===== config.mk =====
export PLATFORM = sky130hd
export DESIGN_NAME = fp_minmax_reduce
export DESIGN_NICKNAME = d
export VERILOG_FILES = /design/src/rtl/fp_minmax_pkg.sv /design/src/rtl/fp_minmax_cmp.sv /design/src/rtl/fp_minmax_reduce.sv
export SDC_FILE = /design/constraint.sdc
export NUM_CORES = 1
export LEC_CHECK = 0
export CAP_MARGIN = 30
export CORE_AREA = 2 2 159 161
export CTS_CLUSTER_SIZE = 12
export DETAILED_ROUTE_END_ITERATION = 7
export DIE_AREA = 0 0 161 163
export DONT_BUFFER_PORTS = 1
export SYNTH_ARGS = -nofsm -noshare
export SYNTH_HDL_FRONTEND = slang
export SYNTH_SLANG_ARGS = --single-unit

===== constraint.sdc =====
create_clock -name clk -period 3.5 [get_ports clk]
set_input_delay 0.7 -clock clk [delete_from_list [all_inputs] [get_ports clk]]
set_output_delay 0.7 -clock clk [all_outputs]
set_load 0.01 [all_outputs]

===== src/rtl/fp_minmax_pkg.sv =====
// Shared constants, class-bit positions and FSM states for the FP min/max stream reducer.
package fp_minmax_pkg;

    localparam int SNAN_BIT = 8;
    localparam int QNAN_BIT = 9;
    localparam int NV_BIT   = 4;

    localparam logic [63:0] QNAN64 = 64'h7ff8000000000000;
    localparam logic [31:0] QNAN32 = 32'h7fc00000;

    localparam logic [2:0] RM_MIN = 3'd0;
    localparam logic [2:0] RM_MAX = 3'd1;

    localparam logic [1:0] FMT_S = 2'd0;
    localparam logic [1:0] FMT_D = 2'd1;

    localparam logic [9:0] CLASS_QNAN = 10'b10_0000_0000;

    typedef enum logic [1:0] {
        IDLE  = 2'd0,
        ACCUM = 2'd1,
        DONE  = 2'd2
    } state_e;

    function automatic logic is_nan(input logic [9:0] cls);
        return cls[SNAN_BIT] | cls[QNAN_BIT];
    endfunction

endpackage


===== src/rtl/fp_minmax_cmp.sv =====
// Combinational pairwise min/max of accumulator (op1) and new element (op2),
// with NaN propagation rules and the invalid (sNaN) flag.
module fp_minmax_cmp
    import fp_minmax_pkg::*;
#(
    parameter int FLEN = 64
) (
    input  logic [FLEN-1:0] op1_data,
    input  logic [FLEN-1:0] op2_data,
    input  logic [FLEN:0]   op1_ext,
    input  logic [FLEN:0]   op2_ext,
    input  logic [9:0]      op1_class,
    input  logic [9:0]      op2_class,
    input  logic [1:0]      fmt,
    input  logic [2:0]      rm,
    output logic [FLEN-1:0] result,
    output logic            nan_out,
    output logic            nv,
    output logic            sel2
);

    logic            nan1;
    logic            nan2;
    logic            sign1;
    logic            sign2;
    logic [FLEN-1:0] mag1;
    logic [FLEN-1:0] mag2;
    logic            keys_eq;
    logic            op1_lt;
    logic [63:0]     qnan_wide;
    logic            unused_class;

    assign unused_class = ^{op1_class[7:0], op2_class[7:0]};

    always_comb begin
        nan1    = is_nan(op1_class);
        nan2    = is_nan(op2_class);
        sign1   = op1_ext[FLEN];
        sign2   = op2_ext[FLEN];
        mag1    = op1_ext[FLEN-1:0];
        mag2    = op2_ext[FLEN-1:0];
        keys_eq = (op1_ext == op2_ext);

        // Sign-magnitude ordering; a set sign bit orders -0 below +0.
        if (sign1 != sign2) begin
            op1_lt = sign1;
        end else if (!sign1) begin
            op1_lt = (mag1 < mag2);
        end else begin
            op1_lt = (mag1 > mag2);
        end

        if (rm == RM_MAX) begin
            sel2 = op1_lt | (keys_eq & ~sign1);
        end else begin
            sel2 = (~op1_lt & ~keys_eq) | (keys_eq & sign1);
        end

        nan_out = 1'b0;
        if (nan1 && nan2) begin
            nan_out = 1'b1;
            sel2    = 1'b0;
        end else if (nan1) begin
            sel2 = 1'b1;
        end else if (nan2) begin
            sel2 = 1'b0;
        end

        qnan_wide = (fmt == FMT_D) ? QNAN64 : {32'h0, QNAN32};
        if (FLEN == 32) begin
            qnan_wide = {32'h0, QNAN32};
        end

        result = nan_out ? qnan_wide[FLEN-1:0] : (sel2 ? op2_data : op1_data);
        nv     = op1_class[SNAN_BIT] | op2_class[SNAN_BIT];
    end

endmodule


===== src/rtl/fp_minmax_reduce.sv =====
// Streaming FP min/max reduction with sticky NV flag and saturating element count.
// Optional out_index port (position of the held result) enabled by FP_MINMAX_INDEX_EN.
//   state | meaning
//   IDLE  | waiting for the first element of a stream
//   ACCUM | folding further elements into the accumulator
//   DONE  | result presented, waiting for out_ready
module fp_minmax_reduce
    import fp_minmax_pkg::*;
#(
    parameter int FLEN  = 64,
    parameter int CNT_W = 8
) (
    input  logic             clk,
    input  logic             rst,
    input  logic             in_valid,
    output logic             in_ready,
    input  logic [FLEN-1:0]  in_data,
    input  logic [FLEN:0]    in_ext,
    input  logic [9:0]       in_class,
    input  logic [1:0]       in_fmt,
    input  logic [2:0]       in_rm,
    input  logic             in_last,
    output logic             out_valid,
    input  logic             out_ready,
    output logic [FLEN-1:0]  out_result,
    output logic [4:0]       out_flags,
    output logic [CNT_W-1:0] out_count
`ifdef FP_MINMAX_INDEX_EN
    ,
    output logic [CNT_W-1:0] out_index
`endif
);

    state_e            state_q,     state_d;
    logic [FLEN-1:0]   acc_data_q,  acc_data_d;
    logic [FLEN:0]     acc_ext_q,   acc_ext_d;
    logic [9:0]        acc_class_q, acc_class_d;
    logic [1:0]        fmt_q,       fmt_d;
    logic [2:0]        rm_q,        rm_d;
    logic              nv_q,        nv_d;
    logic [CNT_W-1:0]  count_q,     count_d;
`ifdef FP_MINMAX_INDEX_EN
    logic [CNT_W-1:0]  idx_q,       idx_d;
`endif

    logic              accept;
    logic [CNT_W-1:0]  count_inc;
    logic [FLEN-1:0]   cmp_result;
    logic              cmp_nan;
    logic              cmp_nv;
    logic              cmp_sel2;

    fp_minmax_cmp #(
        .FLEN (FLEN)
    ) u_cmp (
        .op1_data  (acc_data_q),
        .op2_data  (in_data),
        .op1_ext   (acc_ext_q),
        .op2_ext   (in_ext),
        .op1_class (acc_class_q),
        .op2_class (in_class),
        .fmt       (fmt_q),
        .rm        (rm_q),
        .result    (cmp_result),
        .nan_out   (cmp_nan),
        .nv        (cmp_nv),
        .sel2      (cmp_sel2)
    );

    always_comb begin
        state_d     = state_q;
        acc_data_d  = acc_data_q;
        acc_ext_d   = acc_ext_q;
        acc_class_d = acc_class_q;
        fmt_d       = fmt_q;
        rm_d        = rm_q;
        nv_d        = nv_q;
        count_d     = count_q;
`ifdef FP_MINMAX_INDEX_EN
        idx_d       = idx_q;
`endif

        in_ready  = (state_q != DONE);
        out_valid = (state_q == DONE);
        accept    = in_valid && in_ready;
        count_inc = (count_q == '1) ? count_q : count_q + CNT_W'(1);

        case (state_q)
            IDLE: begin
                if (accept) begin
                    acc_data_d = in_data;
                    acc_ext_d  = in_ext;
                    // A held NaN is demoted to quiet so any later number replaces it.
                    acc_class_d = is_nan(in_class) ? CLASS_QNAN : in_class;
                    fmt_d      = in_fmt;
                    rm_d       = in_rm;
                    nv_d       = in_class[SNAN_BIT];
                    count_d    = count_inc;
`ifdef FP_MINMAX_INDEX_EN
                    idx_d      = '0;
`endif
                    state_d    = in_last ? DONE : ACCUM;
                end
            end
            ACCUM: begin
                if (accept) begin
                    acc_data_d = cmp_result;
                    if (cmp_nan) begin
                        acc_ext_d   = '0;
                        acc_class_d = CLASS_QNAN;
                    end else if (cmp_sel2) begin
                        acc_ext_d   = in_ext;
                        acc_class_d = in_class;
                    end
                    nv_d    = nv_q | cmp_nv;
                    count_d = count_inc;
`ifdef FP_MINMAX_INDEX_EN
                    if (cmp_nan) begin
                        idx_d = '0;
                    end else if (cmp_sel2) begin
                        idx_d = count_q;
                    end
`endif
                    if (in_last) begin
                        state_d = DONE;
                    end
                end
            end
            DONE: begin
                if (out_ready) begin
                    count_d = '0;
                    nv_d    = 1'b0;
                    state_d = IDLE;
                end
            end
            default: begin
                state_d = IDLE;
            end
        endcase
    end

    always_ff @(posedge clk) begin
        if (rst) begin
            state_q     <= IDLE;
            acc_data_q  <= '0;
            acc_ext_q   <= '0;
            acc_class_q <= '0;
            fmt_q       <= '0;
            rm_q        <= '0;
            nv_q        <= 1'b0;
            count_q     <= '0;
`ifdef FP_MINMAX_INDEX_EN
            idx_q       <= '0;
`endif
        end else begin
            state_q     <= state_d;
            acc_data_q  <= acc_data_d;
            acc_ext_q   <= acc_ext_d;
            acc_class_q <= acc_class_d;
            fmt_q       <= fmt_d;
            rm_q        <= rm_d;
            nv_q        <= nv_d;
            count_q     <= count_d;
`ifdef FP_MINMAX_INDEX_EN
            idx_q       <= idx_d;
`endif
        end
    end

    assign out_result = acc_data_q;
    assign out_flags  = {nv_q, 4'b0000};
    assign out_count  = count_q;
`ifdef FP_MINMAX_INDEX_EN
    assign out_index  = idx_q;
`endif

endmodule


==> impl_metrics.ini, run 1 <==
[outcome]
status = complete, no violations

[pwr]
p_leak_nw = 3.926
p_total_mw = 5.357
ir_drop_mv = 0.3047
power.density_nw_per_um2 = 543.5

[critical_path]
worstPathMaxFanout = 7
crit_path_start_kind = register
crit_type = register to register
rr_worst_depth = 12
worst_ep_arrival_time_ns = 3.79
startpoint = acc_ext_q[1]
cp-end-kind = register
rr_startpoint = acc_ext_q[1]
crit_required_ns = 3.81

[placement]
gp_congestion = 0.8639
place_inst = 1324
dpl.hpwl_microns = 17000
place_ws_ns = -0.4051
port_buffers = 0

[synth]
synth_common_cells = dfxtp_1 (147), nand2_1 (103), inv_1 (81)
ys_ff_latch = 147
yosys_warnings = 0
ys_seq_area_frac = 0.3471
syn-cell-area_sq_um = 8479
synth.top_cell.area_share = 0.3471
synthArstFlopShare = 0
synthFlopType = dfxtp_1
ys_top_cells_by_area = dfxtp_1 (35%), ha_1 (10%), a32o_1 (7.6%)
yosysMostFrequentCell = dfxtp_1
postSynthCellCount = 1031
avgSynthCellArea_sq_um = 8.224
synth_edf_count = 0
yosysTopAreaCell = dfxtp_1
synth_cell_type_count = 50

[sta]
skew_ns = 0.01797
setup_viol = 0
period_needed_ns = 3.484
period_share = 0.9955
fin_ws_ns = 0.01576
maxSlewViolCount = 0
fin_hold_ws_ns = 0.3526
rsz0062_at_grt = yes
tightest_slew_ns = 1.004
fmax_mhz = 287.0
finalHoldViolations = 0
slew_headroom = 0.3282

[clock_tree]
clockRootBuffer = clkbuf_16
clk_latency_ns = 0.42
cts_tree = done
clockBufferDepth = 2
htreeDepth = 4
clkTransAtPathRegs_ns = 0.07
cts_sinks = 147
cts_buffers = 17

[route]
remaining_drc_errors = 0
wl_microns = 25690
wl_per_cell_microns = 18.86
viasPerCell = 5.742
drt_iter0_markers = 515
vias = 7821
antenna_left = 0
drtPass1Iterations = 5

[global_routing]
antenna_found_initial = 0
gr-usage-all-layers = 0.1864
grt_max_degree = 74
overflow = 0
grt_pass1_wl_microns = 39580
grt_pass1_vias = 7559

[worst_hold_path]
min-delay-path-class = input port to register
min_from = rst
whs_path_depth = 1

[finish]
n_antenna_cell = 0
synthToLayoutAreaGrowth_pct = 16.25
fin_util = 0.3995
layout-drive-gt1-share = 0.1240
fin_cells = 1362
layout.nets = 1236

[floorplan]
dieHeight_microns = 163
die_x_microns = 161
row_count = 58
dieArea_sq_um = 26240
initial_core_util = 0.3437
ios = 228
coreArea_sq_um = 24670

[run]
drv_cap = 0
[layout by cell type, fill, tap and decap left out, types with 15 or more instances in the layout]
| cell type | synthesis | layout |
|---|---|---|
| a211oi_1 | 21 | 16 |
| nand4_1 | 15 | 15 |
| buf_4 | 5 | 39 |
| ha_1 | 68 | 64 |
| dfxtp_1 | 147 | 145 |
| a31oi_1 | 47 | 47 |
| nor3_1 | 18 | 16 |
| a32o_1 | 64 | 64 |
| inv_1 | 81 | 77 |
| nand2_1 | 103 | 103 |
| a21oi_1 | 47 | 44 |
| or3_1 | 45 | 45 |
| clkbuf_16 | 0 | 21 |
| nand3_1 | 59 | 59 |
| o211ai_1 | 46 | 46 |
| nor2_1 | 67 | 65 |
[kinds of logic after synthesis]
kind of cell | count (synthesis) | share of synthesized area
simple gates | 340 | 0.1906
compound gates | 297 | 0.2690
mux | 1 | 0.001181
fa+ha+maj | 68 | 0.1003
other cells | 1 | 0.0004422
buf+inv | 171 | 0.08514
xor+xnor | 6 | 0.006199
flops | 147 | 0.3471
[sequential cells by signal (all words and copies together) (netlist names)]
| name | count |
|---|---|
| fmt_q | 2 |
| out_count | 8 |
| acc_class_q | 2 |
| state_q | 2 |
| nv_q | 1 |
| out_result | 64 |
| acc_ext_q | 65 |
| rm_q | 3 |
[final timing paths]
path	end	slack, ns
setup / recovery	acc_ext_q[6]	0.02
hold / removal	out_result[28]	0.35
setup reg to reg	acc_ext_q[6]	0.02
hold reg to reg	rm_q[0]	0.45
[per-layer routing]
layer  vias to the layer above  wire [microns]  GRT usage
met4                         0             481    0.05438
met1                      3732           11190     0.2364
met3                        28            2194    0.06494
met2                       264           11820     0.2996
met5                         -               0          0
li1                       3797               -          -
[stage by stage]
stage,setup TNS (ns),area (sq um)
after CTS,0,9653
after global placement,-43.39,9075
after detailed placement,-43.11,9075
after global routing,-3.771,9857
final,0,9857
after floorplan,-1.551,8544
[worst max-delay path: stages (launching register included)]
cell       delay (ns)
dfxtp_2          0.35
ha_4             0.20
nor2b_1          0.12
o211ai_1         0.18
a2111oi_1        0.12
or4b_4           0.51
a22oi_2          0.22
or4b_4           0.50
a22o_4           0.28
a21oi_4          0.24
o21ai_4          0.16
clkbuf_16        0.25
a32o_1           0.25
[layout make-up]
type,count,area (sq um)
sequential,147,2945
clock inverter,14,143.9
tap,330,412.9
multi-input combinational,717,4997
timing repair buffer,55,610.6
fill,2472,14820
clock buffer,18,429.2
inverter,81,317.8
[what timing repair did]
action,CTS,global route
hold buffers,0,0
resized for setup,1,19
cloned,0,6
pin swaps,0,4
buffers inserted,0,0
setup endpoints to repair,46,117
[power by group]
part           internal, mW  switching [mW]  leakage, nW  total [mW]
clock                  1.00           0.827        0.268        1.83
combinational         0.582           0.784         2.45        1.37
sequential             1.92           0.243         1.21        2.16
total                  3.50            1.85         3.93        5.36
No activity file was read; power rests on OpenSTA's default activity.
==> inputs of run 2 (changes only) <==
PLACE_DENSITY = 0.52   (was not set)
==> impl_metrics.ini, run 2 (synthesis gave the netlist of run 1 again) <==
[route]
dr_wl_met3_microns = 2139
viasPerCell = 5.619
routed.top_layer = met4
wl_per_cell_microns = 18.67
wl_microns = 25410
vias = 7647
met2_length_microns = 11810
drt_iter0_markers = 416
met1_length_microns = 11190
antenna_left = 0
drtPass1Iterations = 5
remaining_drc_errors = 0

[global_routing]
gr-usage-all-layers = 0.1879
grt_max_degree = 60
overflow = 0
grt_pass1_wl_microns = 39690
grt_pass1_vias = 7454
antenna_found_initial = 0

[outcome]
status = complete, no violations

[run]
drv_cap = 0

[clock_tree]
clockRootBuffer = clkbuf_16
cts_tree = done
cts_buffers = 17
cts_sinks = 147
clkTransAtPathRegs_ns = 0.06
clk_latency_ns = 0.43
clockBufferDepth = 2
htreeDepth = 4
cts_setup_buffers = 0

[floorplan]
dieArea_sq_um = 26240
row_count = 58
initial_core_util = 0.3437
ios = 228
dieHeight_microns = 163
coreArea_sq_um = 24670
die_x_microns = 161

[finish]
fin_util = 0.3987
layout.nets = 1235
largest_reg_flops = 65
synthToLayoutAreaGrowth_pct = 16.01
layout_common_cells = dfxtp_1 (145), nand2_1 (103), inv_1 (77)
max_flop_register = acc_ext_q
n_antenna_cell = 0
nFillCells = 2498
final_common_cell = dfxtp_1
final_cell_area_sq_um = 9837
layout-drive-gt1-share = 0.1174

[worst_hold_path]
whs_path_depth = 1
min_from = rst
min-delay-path-class = input port to register
hold_end = out_result[27]

[critical_path]
cp_slowest_stage_delay_ns = 0.58
crit_type = register to register
crit_path_start_kind = register
cp-end-kind = register
worst_ep_arrival_time_ns = 3.76
path_cells = ha_1, a21o_1, a221o_1, a221oi_1, o21ai_0, or4b_4, a22o_4, a21oi_4, o21ai_4, clkbuf_16, a32o_1
worstPathMaxFanout = 17
r2r-end = acc_ext_q[20]
slowest_stage = or4b_4
crit_required_ns = 3.81
reg2reg_slack_ns = 0.05
rr_startpoint = acc_ext_q[53]
rr_worst_depth = 11

[sta]
slew_headroom = 0.3045
tns_ns = 0
rsz0062_at_grt = yes
tightest_slew_ns = 1.039
fmax_mhz = 290.0
setup_viol = 0
skew_ns = 0.01570
period_needed_ns = 3.448
finalHoldViolations = 0
period_share = 0.9853
maxSlewViolCount = 0

[placement]
gp_congestion = 0.7577
dpl.hpwl_microns = 16780
port_buffers = 0
placed_area_sq_um = 9099

[pwr]
p_leak_nw = 3.930
power.density_nw_per_um2 = 552.4
ir_drop_mv = 0.2447
[run 2: cell types whose count changed in the layout (fill, tap and decap cells not counted), sizes merged]
| cell | before | now |
|---|---|---|
| bufinv | 1 | 3 |
| clkinv | 3 | 6 |
| inv | 87 | 83 |
| clkinvlp | 4 | 2 |
| o21ai | 12 | 11 |
| buf | 51 | 52 |
[run 2: repair_timing]
item / 4_1_cts / 5_1_grt
hold buffers: 0 / 0
gates cloned: 0 / 3
endpoints found under the hold margin: 0 / 0
setup endpoints to repair: 87 / 108
gates resized for setup: 2 / 8
pin swaps: 0 / 0
[run 2: area by class of cell]
class	instances	area (sq um)	area share
clock buffer	19	442.9	0.04503
clock inverter	13	173.9	0.01768
inverter	81	317.8	0.03231
multi-input combinational	716	4954	0.5036
sequential	147	2945	0.2994
tap	330	412.9	0.04197
timing repair buffer	55	590.6	0.06004
[run 2: how the worst max path moves through the flow]
stage                       start  slack, ns       endpoint  depth (start not counted)
CTS                 acc_ext_q[14]       0.04  acc_ext_q[13]                         12
floorplan               in_ext[1]      -0.04  acc_ext_q[63]                         13
detailed placement     in_ext[14]      -0.45   acc_ext_q[4]                         13
finish              acc_ext_q[53]       0.05  acc_ext_q[20]                         11
global placement       in_ext[14]      -0.40  acc_ext_q[10]                         13
global route         acc_ext_q[1]      -0.06  acc_ext_q[20]                         12
[run 2: per-stage QoR]
stage	worst slack [ns]	power, mW	hold WS (ns)	instances
floorplan	-0.04340	3.066	0.4315	1034
global placement	-0.3967	3.460	0.4388	1326
detailed placement	-0.4467	3.476	0.4447	1326
CTS	0.04150	5.444	0.3177	1358
global route	-0.06258	5.749	0.3098	1361
finish	0.05160	5.434	0.3441	1361
[run 2: critical path: cells and delay by family, from the launching register on]
| kind | cells | cell delay, ns |
|---|---|---|
| adders and majority gates | 1 | 0.29 |
| and+or+nand+nor | 1 | 0.58 |
| DFF | 1 | 0.32 |
| buffers and inverters | 1 | 0.27 |
| AOI/OAI and AO/OA | 8 | 1.85 |
[run 2: layer usage]
layer,global-route usage,vias up
met1,0.2422,3615
met2,0.2995,214
met5,0,-
met3,0.06774,20
li1,-,3798
met4,0.04667,0
[run 2: power breakdown]
group	switching (mW)	total, mW	leakage (nW)	internal (mW)
Sequential	0.242	2.16	1.21	1.92
Combinational	0.766	1.33	2.43	0.564
Clock	0.789	1.94	0.296	1.15
Total	1.80	5.43	3.93	3.64
==> inputs of run 3 (changes only) <==
CAP_MARGIN = not set   (was 30)
PLACE_DENSITY = 0.51   (was 0.52)
RECOVER_POWER = 25   (was not set)
clock period = 3.8 ns   (was 3.5 ns; I/O delays follow)
==> impl_metrics.ini, run 3 (synthesis gave the netlist of run 1 again) <==
[sta]
period_share = 0.9454
slew_headroom = 0.3358
skew_ns = 0.01422
maxSlewViolCount = 0
fin_ws_ns = 0.2076
tightest_slew_ns = 0.9927
fin_hold_ws_ns = 0.4077
period_needed_ns = 3.592
setup_viol = 0
fmax_mhz = 278.4
rsz0062_at_grt = no
finalHoldViolations = 0

[clock_tree]
cts_hold_repair.buffers = 0
clockBufferDepth = 2
htreeDepth = 4
cts_setup_buffers = 0
cts_resized = 0
clk_latency_ns = 0.42
cts_tree = done
cts_sinks = 147
clockRootBuffer = clkbuf_16
cts_buffers = 17
clkTransAtPathRegs_ns = 0.07

[critical_path]
rr_startpoint = acc_ext_q[1]
crit_type = input port to register
crit_path_start_kind = input port
r2r-end = acc_ext_q[62]
worstPathMaxFanout = 34
reg2reg_slack_ns = 0.27
crit_required_ns = 4.10
cp-end-kind = register
rr_worst_depth = 12
worst_ep_arrival_time_ns = 3.89

[pwr]
p_switching_mw = 1.615
combPwrFrac = 0.233
ir_drop_mv = 0.1938
power.density_nw_per_um2 = 514.5
p_seq_frac = 0.401
p_total_mw = 4.948
p_leak_nw = 3.860
pwr-share-clk = 0.365
swShare = 0.3263
p_int_mw = 3.333

[outcome]
status = complete, no violations

[route]
viasPerCell = 5.598
routed.top_layer = met4
wl_per_cell_microns = 18.57
remaining_drc_errors = 0
vias = 7569
met2_length_microns = 11600
met1_length_microns = 11250
drt_iter0_markers = 523
drtPass1Iterations = 5
dr_wl_met3_microns = 2077
wl_microns = 25110
antenna_left = 0

[finish]
final_common_cell = dfxtp_1
layout.nets = 1227
layout_common_cells = dfxtp_1 (147), nand2_1 (103), inv_1 (80)
max_flop_register = acc_ext_q
synthToLayoutAreaGrowth_pct = 13.41
largest_reg_flops = 65
n_antenna_cell = 0
layout-drive-gt1-share = 0.09295
final_cell_area_sq_um = 9617
nFillCells = 2574

[worst_hold_path]
min-delay-path-class = input port to register
hold_end = out_result[23]
whs_path_depth = 1
min_from = rst

[floorplan]
initial_core_util = 0.3437
dieArea_sq_um = 26240
dieHeight_microns = 163
die_x_microns = 161
ios = 228
row_count = 58
coreArea_sq_um = 24670

[global_routing]
overflow = 0
grt_pass1_vias = 7251
gr-usage-all-layers = 0.1870
grt_max_degree = 59
grt_pass1_wl_microns = 39460
antenna_found_initial = 0

[run]
drv_cap = 0

[placement]
dpl.hpwl_microns = 16670
place_ws_ns = -0.2433
gp_congestion = 0.7634
placed_area_sq_um = 9007
port_buffers = 0
==> run 3: power by group through the flow <==
stage	Combinational, mW	Clock [mW]	Sequential [mW]
global placement	1.15	0	2.02
global route	1.30	1.93	2.01
floorplan	0.853	0	1.96
CTS	1.17	1.86	1.99
detailed placement	1.16	0	2.02
finish	1.15	1.81	1.99
==> run 3: worst max path at each step <==
stage / start / slack, ns / to / depth (start not counted)
floorplan: in_ext[1] / 0.11 / acc_ext_q[63] / 13
global placement: in_ext[1] / -0.22 / acc_ext_q[34] / 13
detailed placement: in_ext[1] / -0.24 / acc_ext_q[62] / 13
CTS: in_ext[1] / 0.18 / acc_ext_q[62] / 13
global route: in_ext[1] / 0.08 / acc_ext_q[58] / 13
finish: in_ext[1] / 0.21 / acc_ext_q[62] / 13
==> run 3: per-layer routing <==
layer  vias up  GRT usage
met5         -          0
met1      3594     0.2396
met2       191     0.2973
met3        10    0.06443
met4         0    0.05641
li1       3774          -
==> run 3: layout make-up <==
class / count / area [sq um] / area share
clock buffer: 18 / 429.2 / 0.04463
clock inverter: 13 / 183.9 / 0.01913
inverter: 81 / 305.3 / 0.03175
multi-input combinational: 716 / 4868 / 0.5062
sequential: 147 / 2943 / 0.3060
tap: 330 / 412.9 / 0.04294
timing repair buffer: 47 / 474.2 / 0.04931
==> run 3: per-stage QoR <==
step / utilization / instances / TNS, ns
global placement: 0.3651 / 1321 / -23.58
CTS: 0.3899 / 1352 / 0
floorplan: - / 1034 / 0
global route: 0.3898 / 1352 / 0
finish: 0.3898 / 1352 / 0
detailed placement: 0.3651 / 1321 / -25.18
==> run 3: worst max-delay path: stages <==
cell	delay, ns
inv_1	0.02
ha_1	0.28
nor2b_1	0.13
o211ai_1	0.16
a2111oi_0	0.11
or4b_1	0.55
a22oi_1	0.27
or4b_1	0.51
a22o_1	0.28
a21oi_4	0.19
o21ai_4	0.11
buf_12	0.22
a32o_1	0.27
